[src/rtl/nn_cfg_pkg.sv]
// Shared types, widths and count-table helper for the NN configuration sequencer.
package nn_cfg_pkg;

  localparam int unsigned LAYER_W     = 4;
  localparam int unsigned NEURON_W    = 16;
  localparam int unsigned COUNT_W     = 16;
  localparam int unsigned MAX_LAYERS  = 15;
  localparam int unsigned COUNT_VEC_W = MAX_LAYERS * COUNT_W;

  typedef enum logic [2:0] {
    StIdle,
    StLoadW,
    StLoadB,
    StCheck,
    StFinish
  } state_e;

  // Field idx of a packed count table (layer 1 in the LSBs); out-of-range reads as 0.
  function automatic logic [COUNT_W-1:0] get_count(input logic [COUNT_VEC_W-1:0] vec,
                                                   input logic [LAYER_W-1:0]     idx);
    if (32'(idx) >= MAX_LAYERS) return '0;
    return vec[32'(idx)*COUNT_W +: COUNT_W];
  endfunction

endpackage

[src/rtl/nn_cfg_counter.sv]
// Nested layer/neuron/weight-index counter with last-element flags for the config sequencer.
module nn_cfg_counter
  import nn_cfg_pkg::*;
#(
  parameter int unsigned                    NUM_LAYERS    = 4,
  parameter logic [NUM_LAYERS*COUNT_W-1:0] LAYER_NEURONS = {16'd10, 16'd10, 16'd30, 16'd30},
  parameter logic [NUM_LAYERS*COUNT_W-1:0] LAYER_WEIGHTS = {16'd10, 16'd30, 16'd30, 16'd784},
  parameter int unsigned                    ADDR_WIDTH    = 10
) (
  input  logic                  i_clk,
  input  logic                  i_rst,
  input  logic                  i_clear,
  input  logic                  i_inc_w,
  input  logic                  i_inc_b,
  output logic [LAYER_W-1:0]    o_layer,
  output logic [NEURON_W-1:0]   o_neuron,
  output logic [ADDR_WIDTH-1:0] o_addr,
  output logic                  o_last_w,
  output logic                  o_last_n,
  output logic                  o_last_l
);

  localparam logic [COUNT_VEC_W-1:0] NeuronsExt = COUNT_VEC_W'(LAYER_NEURONS);
  localparam logic [COUNT_VEC_W-1:0] WeightsExt = COUNT_VEC_W'(LAYER_WEIGHTS);

  logic [LAYER_W-1:0]  r_layer;
  logic [NEURON_W-1:0] r_neuron;
  logic [COUNT_W-1:0]  r_widx;
  logic [LAYER_W-1:0]  w_idx;
  logic [COUNT_W-1:0]  w_n_cnt;
  logic [COUNT_W-1:0]  w_w_cnt;

  assign w_idx    = r_layer - LAYER_W'(1);
  assign w_n_cnt  = get_count(NeuronsExt, w_idx);
  assign w_w_cnt  = get_count(WeightsExt, w_idx);
  assign o_last_w = (r_widx == w_w_cnt - COUNT_W'(1));
  assign o_last_n = (r_neuron == w_n_cnt - NEURON_W'(1));
  assign o_last_l = (r_layer == LAYER_W'(NUM_LAYERS));
  assign o_layer  = r_layer;
  assign o_neuron = r_neuron;
  assign o_addr   = r_widx[ADDR_WIDTH-1:0];

  always_ff @(posedge i_clk or posedge i_rst) begin
    if (i_rst) begin
      r_layer  <= '0;
      r_neuron <= '0;
      r_widx   <= '0;
    end else if (i_clear) begin
      r_layer  <= LAYER_W'(1);
      r_neuron <= '0;
      r_widx   <= '0;
    end else begin
      if (i_inc_w) r_widx <= o_last_w ? '0 : r_widx + COUNT_W'(1);
      if (i_inc_b) begin
        if (o_last_n) begin
          r_neuron <= '0;
          if (!o_last_l) r_layer <= r_layer + LAYER_W'(1);
        end else begin
          r_neuron <= r_neuron + NEURON_W'(1);
        end
      end
    end
  end

  // Zero counts are illegal; layer 0 only occurs while idle after reset.
  always_ff @(posedge i_clk) begin
    if (!i_rst && r_layer != '0) assert (w_n_cnt != '0 && w_w_cnt != '0);
  end

endmodule

[src/rtl/nn_config_sequencer.sv]
// Streams weight/bias words into per-layer neuron memories, auto-sequencing layer/neuron/index.
// Optional end-of-run checksum word enabled by defining NN_CFG_CHECKSUM_EN.
module nn_config_sequencer
  import nn_cfg_pkg::*;
#(
  parameter int unsigned                    DATA_WIDTH    = 16,
  parameter int unsigned                    NUM_LAYERS    = 4,
  parameter logic [NUM_LAYERS*COUNT_W-1:0] LAYER_NEURONS = {16'd10, 16'd10, 16'd30, 16'd30},
  parameter logic [NUM_LAYERS*COUNT_W-1:0] LAYER_WEIGHTS = {16'd10, 16'd30, 16'd30, 16'd784},
  parameter int unsigned                    ADDR_WIDTH    = 10
) (
  input  logic                  i_clk,
  input  logic                  i_rst,
  input  logic                  i_start,
  input  logic                  i_abort,
  input  logic [DATA_WIDTH-1:0] i_cfg_data,
  input  logic                  i_cfg_valid,
  output logic                  o_cfg_ready,
  output logic [LAYER_W-1:0]    o_wr_layer,
  output logic [NEURON_W-1:0]   o_wr_neuron,
  output logic [ADDR_WIDTH-1:0] o_wr_addr,
  output logic [DATA_WIDTH-1:0] o_wr_data,
  output logic                  o_weight_wen,
  output logic                  o_bias_wen,
  output logic                  o_busy,
  output logic                  o_done,
  output logic                  o_done_sticky,
`ifdef NN_CFG_CHECKSUM_EN
  output logic                  o_cksum_err,
`endif
  output logic                  o_aborted
);

`ifdef NN_CFG_CHECKSUM_EN
  localparam state_e AfterBiasState = StCheck;
`else
  localparam state_e AfterBiasState = StFinish;
`endif

  logic [1:0]            r_rst_sync;
  logic                  w_rst;
  state_e                r_state, w_state_next;
  logic                  w_start, w_abort, w_finish, w_inc_w, w_inc_b;
  logic [LAYER_W-1:0]    w_layer;
  logic [NEURON_W-1:0]   w_neuron;
  logic [ADDR_WIDTH-1:0] w_addr;
  logic                  w_last_w, w_last_n, w_last_l;
  logic [LAYER_W-1:0]    r_wr_layer;
  logic [NEURON_W-1:0]   r_wr_neuron;
  logic [ADDR_WIDTH-1:0] r_wr_addr;
  logic [DATA_WIDTH-1:0] r_wr_data;
  logic                  r_weight_wen, r_bias_wen, r_done, r_done_sticky, r_aborted;

  // Asynchronous assert, synchronous release.
  always_ff @(posedge i_clk or posedge i_rst) begin
    if (i_rst) r_rst_sync <= 2'b11;
    else       r_rst_sync <= {r_rst_sync[0], 1'b0};
  end
  assign w_rst = r_rst_sync[1];

  nn_cfg_counter #(
    .NUM_LAYERS   (NUM_LAYERS),
    .LAYER_NEURONS(LAYER_NEURONS),
    .LAYER_WEIGHTS(LAYER_WEIGHTS),
    .ADDR_WIDTH   (ADDR_WIDTH)
  ) u_counter (
    .i_clk   (i_clk),
    .i_rst   (w_rst),
    .i_clear (w_start),
    .i_inc_w (w_inc_w),
    .i_inc_b (w_inc_b),
    .o_layer (w_layer),
    .o_neuron(w_neuron),
    .o_addr  (w_addr),
    .o_last_w(w_last_w),
    .o_last_n(w_last_n),
    .o_last_l(w_last_l)
  );

  // Abort outranks acceptance in every loading state.
  always_comb begin
    w_state_next = r_state;
    w_start      = 1'b0;
    w_abort      = 1'b0;
    w_finish     = 1'b0;
    w_inc_w      = 1'b0;
    w_inc_b      = 1'b0;
    unique case (r_state)
      StIdle: begin
        if (i_start) begin
          w_start      = 1'b1;
          w_state_next = StLoadW;
        end
      end
      StLoadW: begin
        if (i_abort) begin
          w_abort      = 1'b1;
          w_state_next = StIdle;
        end else if (i_cfg_valid) begin
          w_inc_w = 1'b1;
          if (w_last_w) w_state_next = StLoadB;
        end
      end
      StLoadB: begin
        if (i_abort) begin
          w_abort      = 1'b1;
          w_state_next = StIdle;
        end else if (i_cfg_valid) begin
          w_inc_b      = 1'b1;
          w_state_next = (!w_last_n || !w_last_l) ? StLoadW : AfterBiasState;
        end
      end
      StCheck: begin
        if (i_abort) begin
          w_abort      = 1'b1;
          w_state_next = StIdle;
        end else if (i_cfg_valid) begin
          w_state_next = StFinish;
        end
      end
      StFinish: begin
        w_state_next = StIdle;
        if (i_abort) w_abort  = 1'b1;
        else         w_finish = 1'b1;
      end
      default: w_state_next = StIdle;
    endcase
  end

  always_ff @(posedge i_clk or posedge w_rst) begin
    if (w_rst) begin
      r_state       <= StIdle;
      r_wr_layer    <= '0;
      r_wr_neuron   <= '0;
      r_wr_addr     <= '0;
      r_wr_data     <= '0;
      r_weight_wen  <= 1'b0;
      r_bias_wen    <= 1'b0;
      r_done        <= 1'b0;
      r_done_sticky <= 1'b0;
      r_aborted     <= 1'b0;
    end else begin
      r_state      <= w_state_next;
      r_weight_wen <= w_inc_w;
      r_bias_wen   <= w_inc_b;
      r_done       <= w_finish;
      if (w_inc_w || w_inc_b) begin
        r_wr_layer  <= w_layer;
        r_wr_neuron <= w_neuron;
        r_wr_addr   <= w_addr;
        r_wr_data   <= i_cfg_data;
      end
      if (w_start) begin
        r_done_sticky <= 1'b0;
        r_aborted     <= 1'b0;
      end
      if (w_finish) r_done_sticky <= 1'b1;
      if (w_abort)  r_aborted     <= 1'b1;
    end
  end

`ifdef NN_CFG_CHECKSUM_EN
  logic [15:0] r_sum;
  logic [15:0] w_word16;
  logic        w_check_acc;
  logic        r_cksum_err;

  assign w_word16    = 16'(i_cfg_data);
  assign w_check_acc = (r_state == StCheck) && i_cfg_valid && !i_abort;

  always_ff @(posedge i_clk or posedge w_rst) begin
    if (w_rst) begin
      r_sum       <= '0;
      r_cksum_err <= 1'b0;
    end else if (w_start) begin
      r_sum       <= '0;
      r_cksum_err <= 1'b0;
    end else begin
      if (w_inc_w || w_inc_b) r_sum <= r_sum + w_word16;
      if (w_check_acc && (w_word16 != r_sum)) r_cksum_err <= 1'b1;
    end
  end
  assign o_cksum_err = r_cksum_err;
`endif

  assign o_cfg_ready   = (r_state == StLoadW) || (r_state == StLoadB) || (r_state == StCheck);
  assign o_busy        = o_cfg_ready;
  assign o_wr_layer    = r_wr_layer;
  assign o_wr_neuron   = r_wr_neuron;
  assign o_wr_addr     = r_wr_addr;
  assign o_wr_data     = r_wr_data;
  assign o_weight_wen  = r_weight_wen;
  assign o_bias_wen    = r_bias_wen;
  assign o_done        = r_done;
  assign o_done_sticky = r_done_sticky;
  assign o_aborted     = r_aborted;

endmodule
[config.mk]
export PLATFORM = sky130hd
export DESIGN_NAME = nn_config_sequencer
export DESIGN_NICKNAME = d
export VERILOG_FILES = /design/src/rtl/nn_cfg_pkg.sv /design/src/rtl/nn_cfg_counter.sv /design/src/rtl/nn_config_sequencer.sv
export SDC_FILE = /design/constraint.sdc
export NUM_CORES = 1
export LEC_CHECK = 0
export CORE_ASPECT_RATIO = 1.5
export CORE_MARGIN = 4
export CORE_UTILIZATION = 49
export CTS_CLUSTER_SIZE = 20
export DETAILED_ROUTE_END_ITERATION = 16
export PLACE_DENSITY = 0.88
export REMOVE_ABC_BUFFERS = 1
export SYNTH_ARGS = -nofsm -noshare
export SYNTH_HDL_FRONTEND = slang
export SYNTH_SLANG_ARGS = --single-unit
[constraint.sdc]
create_clock -name i_clk -period 2.6 [get_ports i_clk]
set_input_delay 0.52 -clock i_clk [delete_from_list [all_inputs] [get_ports i_clk]]
set_output_delay 0.52 -clock i_clk [all_outputs]
set_load 0.02 [all_outputs]
# == Word-level counts from Yosys, hierarchy flattened ==
# Cells that the tools add are included.
# totals
register_bits,92
output_inout_bits,53
# op_classes
n_addsub,6
n_lt_le_gt_ge,1
n_eq_ne,13
shifts,2
mux,37
reduce_logical,15
# op_table
op,n
$shiftx A240 B9 Y16 const A,2
$mux W16,9
$add A16 B1 Y16 const B,2
$eq A16 B16 Y1,2
$sub A16 B1 Y16 const B,2
$mux W3,9
$mux W4,4
$mux W1,14
$pmux W3 S4,1
$reduce_bool A2 Y1,5
$ne A3 B3 Y1 const B,3
$eq A3 B2 Y1 const B,2
$reduce_and A5 Y1,1
$add A4 B1 Y4 const B,1
$eq A4 B3 Y1 const B,1
$ge A4 B4 Y1 const B,1
$logic_or A1 B1 Y1,4
$reduce_or A4 Y1,1
$sub A4 B1 Y4 const B,1
$eq A3 B1 Y1 const B,1
$eq A3 B3 Y1 const B,1
$logic_not A3 Y1,1
$ne A3 B2 Y1 const B,1
$reduce_and A3 Y1,1
3 further kinds,4

# == Depth between registers and ports, before layout ==
# depth
depth_word,12
depth_mapped,18

# == By module ==
# From an unflattened synthesis, not the netlist that was laid out.
# hier_totals
cells_unflattened,446
area_unflattened_um2,5024.8
# by_module_without_submodules
mod,instances,cells_per_inst,area_per_inst_um2,seq_area_each_um2
nn_cfg_counter,1,303,2688.8,900.9
nn_config_sequencer,1,143,2336.0,1403.8

# == Least setup slack after synthesis ==
# OpenSTA, ideal clock, no wires.
# synth_timing
path_kind,reg2reg
start,register u_counter.r_layer[0] (netlist: u_counter.o_layer[0])
end,register r_state[0]
setup_ns,0.118
arrival_ns,3.310
path_slack_ns,-0.828
path_stages_with_launch,18
path_buffers,1
period_less_slack_ns,3.428
cell_sequence,dfrtp_1 -> inv_1 -> ha_1 -> inv_1 -> ha_1 -> inv_1 -> nand3_1 -> inv_1 -> nand2_1 -> ha_1 -> ha_1 -> xor2_1 -> a311oi_1 -> mux2i_1 -> a22oi_1 -> o2111ai_4 -> clkbuf_1 -> a21o_1
# synth_via
elab_chain_len,12
word_cells_on_any_way,21
cone_classes,3 x add/sub; 1 x order compare; 4 x eq/ne; 2 x shift; 7 x mux; 4 x reduce/logical
# synth_rtl
element,line,text
start: declaration,nn_cfg_counter.sv:26,logic [LAYER_W-1:0] r_layer;
start signal: assignment,nn_cfg_counter.sv:57,if (!o_last_l) r_layer <= r_layer + LAYER_W'(1);
"parallel branches: the longest is 12 deep, another holds $sub A16 B1 Y16",--,
end signal: assignment,nn_config_sequencer.sv:132,r_state <= StIdle;
end signal: assignment,nn_config_sequencer.sv:143,r_state <= w_state_next;
end: declaration,nn_config_sequencer.sv:42,"state_e r_state, w_state_next;"
# Several ways; the timed one is not identified. The select of a mux whose other input is x is not followed.
# A chain may end at the register's enable or synchronous reset.

# == Final worst setup path ==
# layout_timing
start,register u_counter.r_layer[1] (netlist: u_counter.o_layer[1])
end,register u_counter.r_widx[12]
# layout_via
elab_chain_len,9
word_cells_on_any_way,10
cone_classes,2 x add/sub; 1 x order compare; 1 x eq/ne; 1 x shift; 5 x mux
# layout_rtl
element,line,text
$sub A4 B1 Y4 (*),nn_cfg_counter.sv:33,assign w_idx = r_layer - LAYER_W'(1);
"parallel branches: the longest is 2 deep, another holds $shiftx A240 B9 Y16",--,
$mux W16 (*),nn_cfg_pkg.sv:22,return vec[32'(idx)*COUNT_W +: COUNT_W];
$sub A16 B1 Y16 (*),nn_cfg_counter.sv:36,assign o_last_w = (r_widx == w_w_cnt - COUNT_W'(1));
$eq A16 B16 Y1 (*),nn_cfg_counter.sv:36,
$mux W16 (*) (2 in a row),nn_cfg_counter.sv:53,if (i_inc_w) r_widx <= o_last_w ? '0 : r_widx + COUNT_W'(1);
$mux W16 (*),nn_cfg_counter.sv:48,end else if (i_clear) begin
end signal: assignment,nn_cfg_counter.sv:53,
end: declaration,nn_cfg_counter.sv:28,logic [COUNT_W-1:0] r_widx;
# Mark *: on every way between the ends. The select of a mux whose other input is x is not followed.

==> summary.txt <==
met3 routed WL - 689 um
pwr dens - 956 nW/um2
Initial Util - 0.507
drt wl/cell - 20.4 um
clock-pin transition on the worst setup and hold timing paths - 0.07 ns
Routed WL - 14000 um
violations in the final reports - setup timing
gp weighted congestion - 0.908
drt initial violations - 302
Worst-Skew Late Latency - 0.35 ns
Tot GR Track Use - 0.237
NumNets Final - 604
initial antenna violation count - 0
CTS tree - yes
Worst Setup Start Kind - register
WL met1 - 4880 um
final period utilization - 1.27
DR vias - 4187
Post-Place Worst Slack - -0.913 ns
ANT cells - 0
first-pass GRT wire length - 20900 um
Worst Setup Path Type - register to register
Final ANT Viol Nets - 0
Initial DRT Pass Iterations - 5
top post-synthesis cells by area - dfrtp_1 (48%), mux2_2 (11%), ha_1 (4.0%)
EDFF count, synth - 0
share of the synthesized area in the top cell type - 0.477
cell taking the most area after synthesis - dfrtp_1
Fillers - 542
Yosys cell types - 55
IO Pins - 74
prevailing post-synth register cell - dfrtp_1
Die ar. - 11300 um2
largest fanout on the critical path - 7
cells on worst reg2reg path - 15
register area share after synthesis - 0.488
Slew Limit Fails - 0
GRT Residual Overflow - 0
YS warnings - 0
CP Capture Type - register
H-tree depth - 3
Detail Placement HPWL - 8300 um
Die X - 88.1 um
core area - 9310 um2
CTS root buffer - clkbuf_16
final hold violation count - 0
Layout area overhead - 44.8%
row count - 43
Util after Layout - 0.734
run status - complete, but fails checks
synthesized area per cell - 10.7 um2
synth cell count leaders - dfrtp_1 (90), mux2_2 (47), nand2_1 (35)
IO Port Bufs - 73
P_leak - 2.98 nW
metal2 WL - 7460 um
Max Clock Freq - 0.302 GHz
vias in the first global route - 4380
fraction of layout cells with a size suffix above 1 - 0.349
via/cell ratio - 6.11
slack of the critical path - -0.715 ns
Tmin final - 3.31 ns
largest net degree at the start of global routing - 52
Slew headroom - 0.524
Clock Tree Buf Depth - 2
top routing layer in use - met4
Synth Register Bits - 92
Worst-Margin Slew - 0.713 ns
RSZ-0062 raised after global routing - yes
TritonCTS Sinks - 92
critical path required time - 2.84 ns
CTS buffer count - 9
Mapped Cells - 440
Max Cap Viol - 0
Worst VDD drop - 0.000755 V
crit path DAT - 3.56 ns
hold buffer count at cts - 0
Post-Syn Area - 4720 um2
die height - 128 um
Remaining DRCs - 0
Worst Hold Class - register to async pin
Setup-failing EPs final - 38
Async SR Flop Fraction - 1.00
most frequent cell after synthesis - dfrtp_1
skew final - 0.00937 ns
per-layer routing:
metal  global-route usage  up-vias
met5                    0        -
met4                0.151        0
met3               0.0559       86
met2                0.411      177
met1                0.251     2080
li1                     -     1844
worst max-delay path, cell delays in order, from the launching register on:
cell,delay [ns]
dfrtp_1,0.40
buf_6,0.13
or4_4,0.54
buf_6,0.16
nand3_4,0.09
ha_4,0.19
ha_4,0.21
xor2_1,0.17
nand4_1,0.24
nor3_2,0.20
mux2_4,0.19
o2111ai_4,0.19
buf_12,0.19
buf_16,0.13
nand4_1,0.10
o21ai_1,0.07
state kept, by name, indices dropped and copies added, names as in the netlist, 2 cells and up:
name	count
u_counter.o_neuron	16
r_state	3
u_counter.r_widx	16
u_counter.o_layer	4
o_wr_data	16
o_wr_addr	10
o_wr_layer	4
r_rst_sync	2
o_wr_neuron	16
stage by stage:
| stage | hold WS (ns) | total power (W) | instances | cell area [um2] | setup TNS [ns] |
|---|---|---|---|---|---|
| after global routing | 0.377 | 0.00678 | 685 | 6830 | -22.67 |
| after floorplan | 0.345 | 0.00318 | 424 | 4630 | -74.63 |
| final | 0.349 | 0.00653 | 685 | 6830 | -21.07 |
| after global placement | 0.348 | 0.00419 | 653 | 5880 | -21.58 |
| after CTS | 0.368 | 0.00627 | 679 | 6630 | -13.54 |
| after detailed placement | 0.354 | 0.00426 | 653 | 5880 | -25.01 |
path summary, 6_finish.rpt:
kind                                      start                   end  slack [ns]
max                        u_counter.o_layer[1]  u_counter.r_widx[12]       -0.71
min                               r_rst_sync[1]         o_wr_data[10]        0.35
max reg2reg                u_counter.o_layer[1]  u_counter.r_widx[12]       -0.71
min reg2reg                       r_rst_sync[1]         o_wr_data[10]        0.35
max in group asynchronous         r_rst_sync[1]  u_counter.o_layer[2]        1.55
min in group i_clk                r_rst_sync[0]         r_rst_sync[1]        0.37
cells by family (layout without fill, tap and decap cells):
kind of cell,count (synthesis),count (layout),synth area share
AO/OA/AOI/OAI,62,62,0.0989
other,1,1,0.000795
XOR/XNOR,19,19,0.0353
adder cells (fa/ha/maj),15,15,0.0398
buffers and inverters,34,167,0.0331
AND/OR/NAND/NOR,166,166,0.183
flip-flops,92,92,0.488
multiplexers,51,51,0.121
cell usage in the layout (no fill, tap or decap), drive strengths merged, types with 3 or more instances in the layout:
master / netlist / final
a22o: 7 / 7
o21a: 5 / 5
dfrtp: 90 / 90
clkinv: 1 / 3
mux2: 47 / 47
xor2: 15 / 15
clkinvlp: 0 / 3
and4: 4 / 4
nor4: 3 / 3
xnor2: 4 / 4
buf: 6 / 60
clkbuf: 10 / 11
a21oi: 8 / 8
or2: 4 / 4
nand4: 18 / 18
o311ai: 4 / 4
nor3: 8 / 8
inv: 17 / 16
nor2: 28 / 28
and2: 6 / 6
nand3: 24 / 24
a31oi: 5 / 5
or3: 10 / 10
nand2: 35 / 35
and3: 7 / 7
nor2b: 12 / 12
clkdlybuf4s50: 0 / 73
o21ai: 17 / 17
mux2i: 4 / 4
ha: 15 / 15
power by group:
| part | internal [W] | leakage (nW) | total, W | switching [W] |
|---|---|---|---|---|
| registers | 0.00161 | 1.22 | 0.00175 | 0.000139 |
| clock network | 0.000773 | 0.138 | 0.00134 | 0.000567 |
| logic | 0.00170 | 1.62 | 0.00344 | 0.00174 |
timing repair:
action,in CTS,in global routing
gates resized for setup,81,35
setup buffers,10,9
gates cloned,1,0
pin swaps,38,26
endpoints found under the setup margin,38,38
cell type report:
class	instances	area, um2	share of cell area
multi-input cells	314	2700	0.395
flip-flops and latches	92	2310	0.337
repair buffers	133	1310	0.192
clock buffers	11	243	0.0355
well taps	112	140	0.0205
inverters	18	73.8	0.0108
clock inverters	5	61.3	0.00897
No activity file was read; power rests on OpenSTA's default activity.
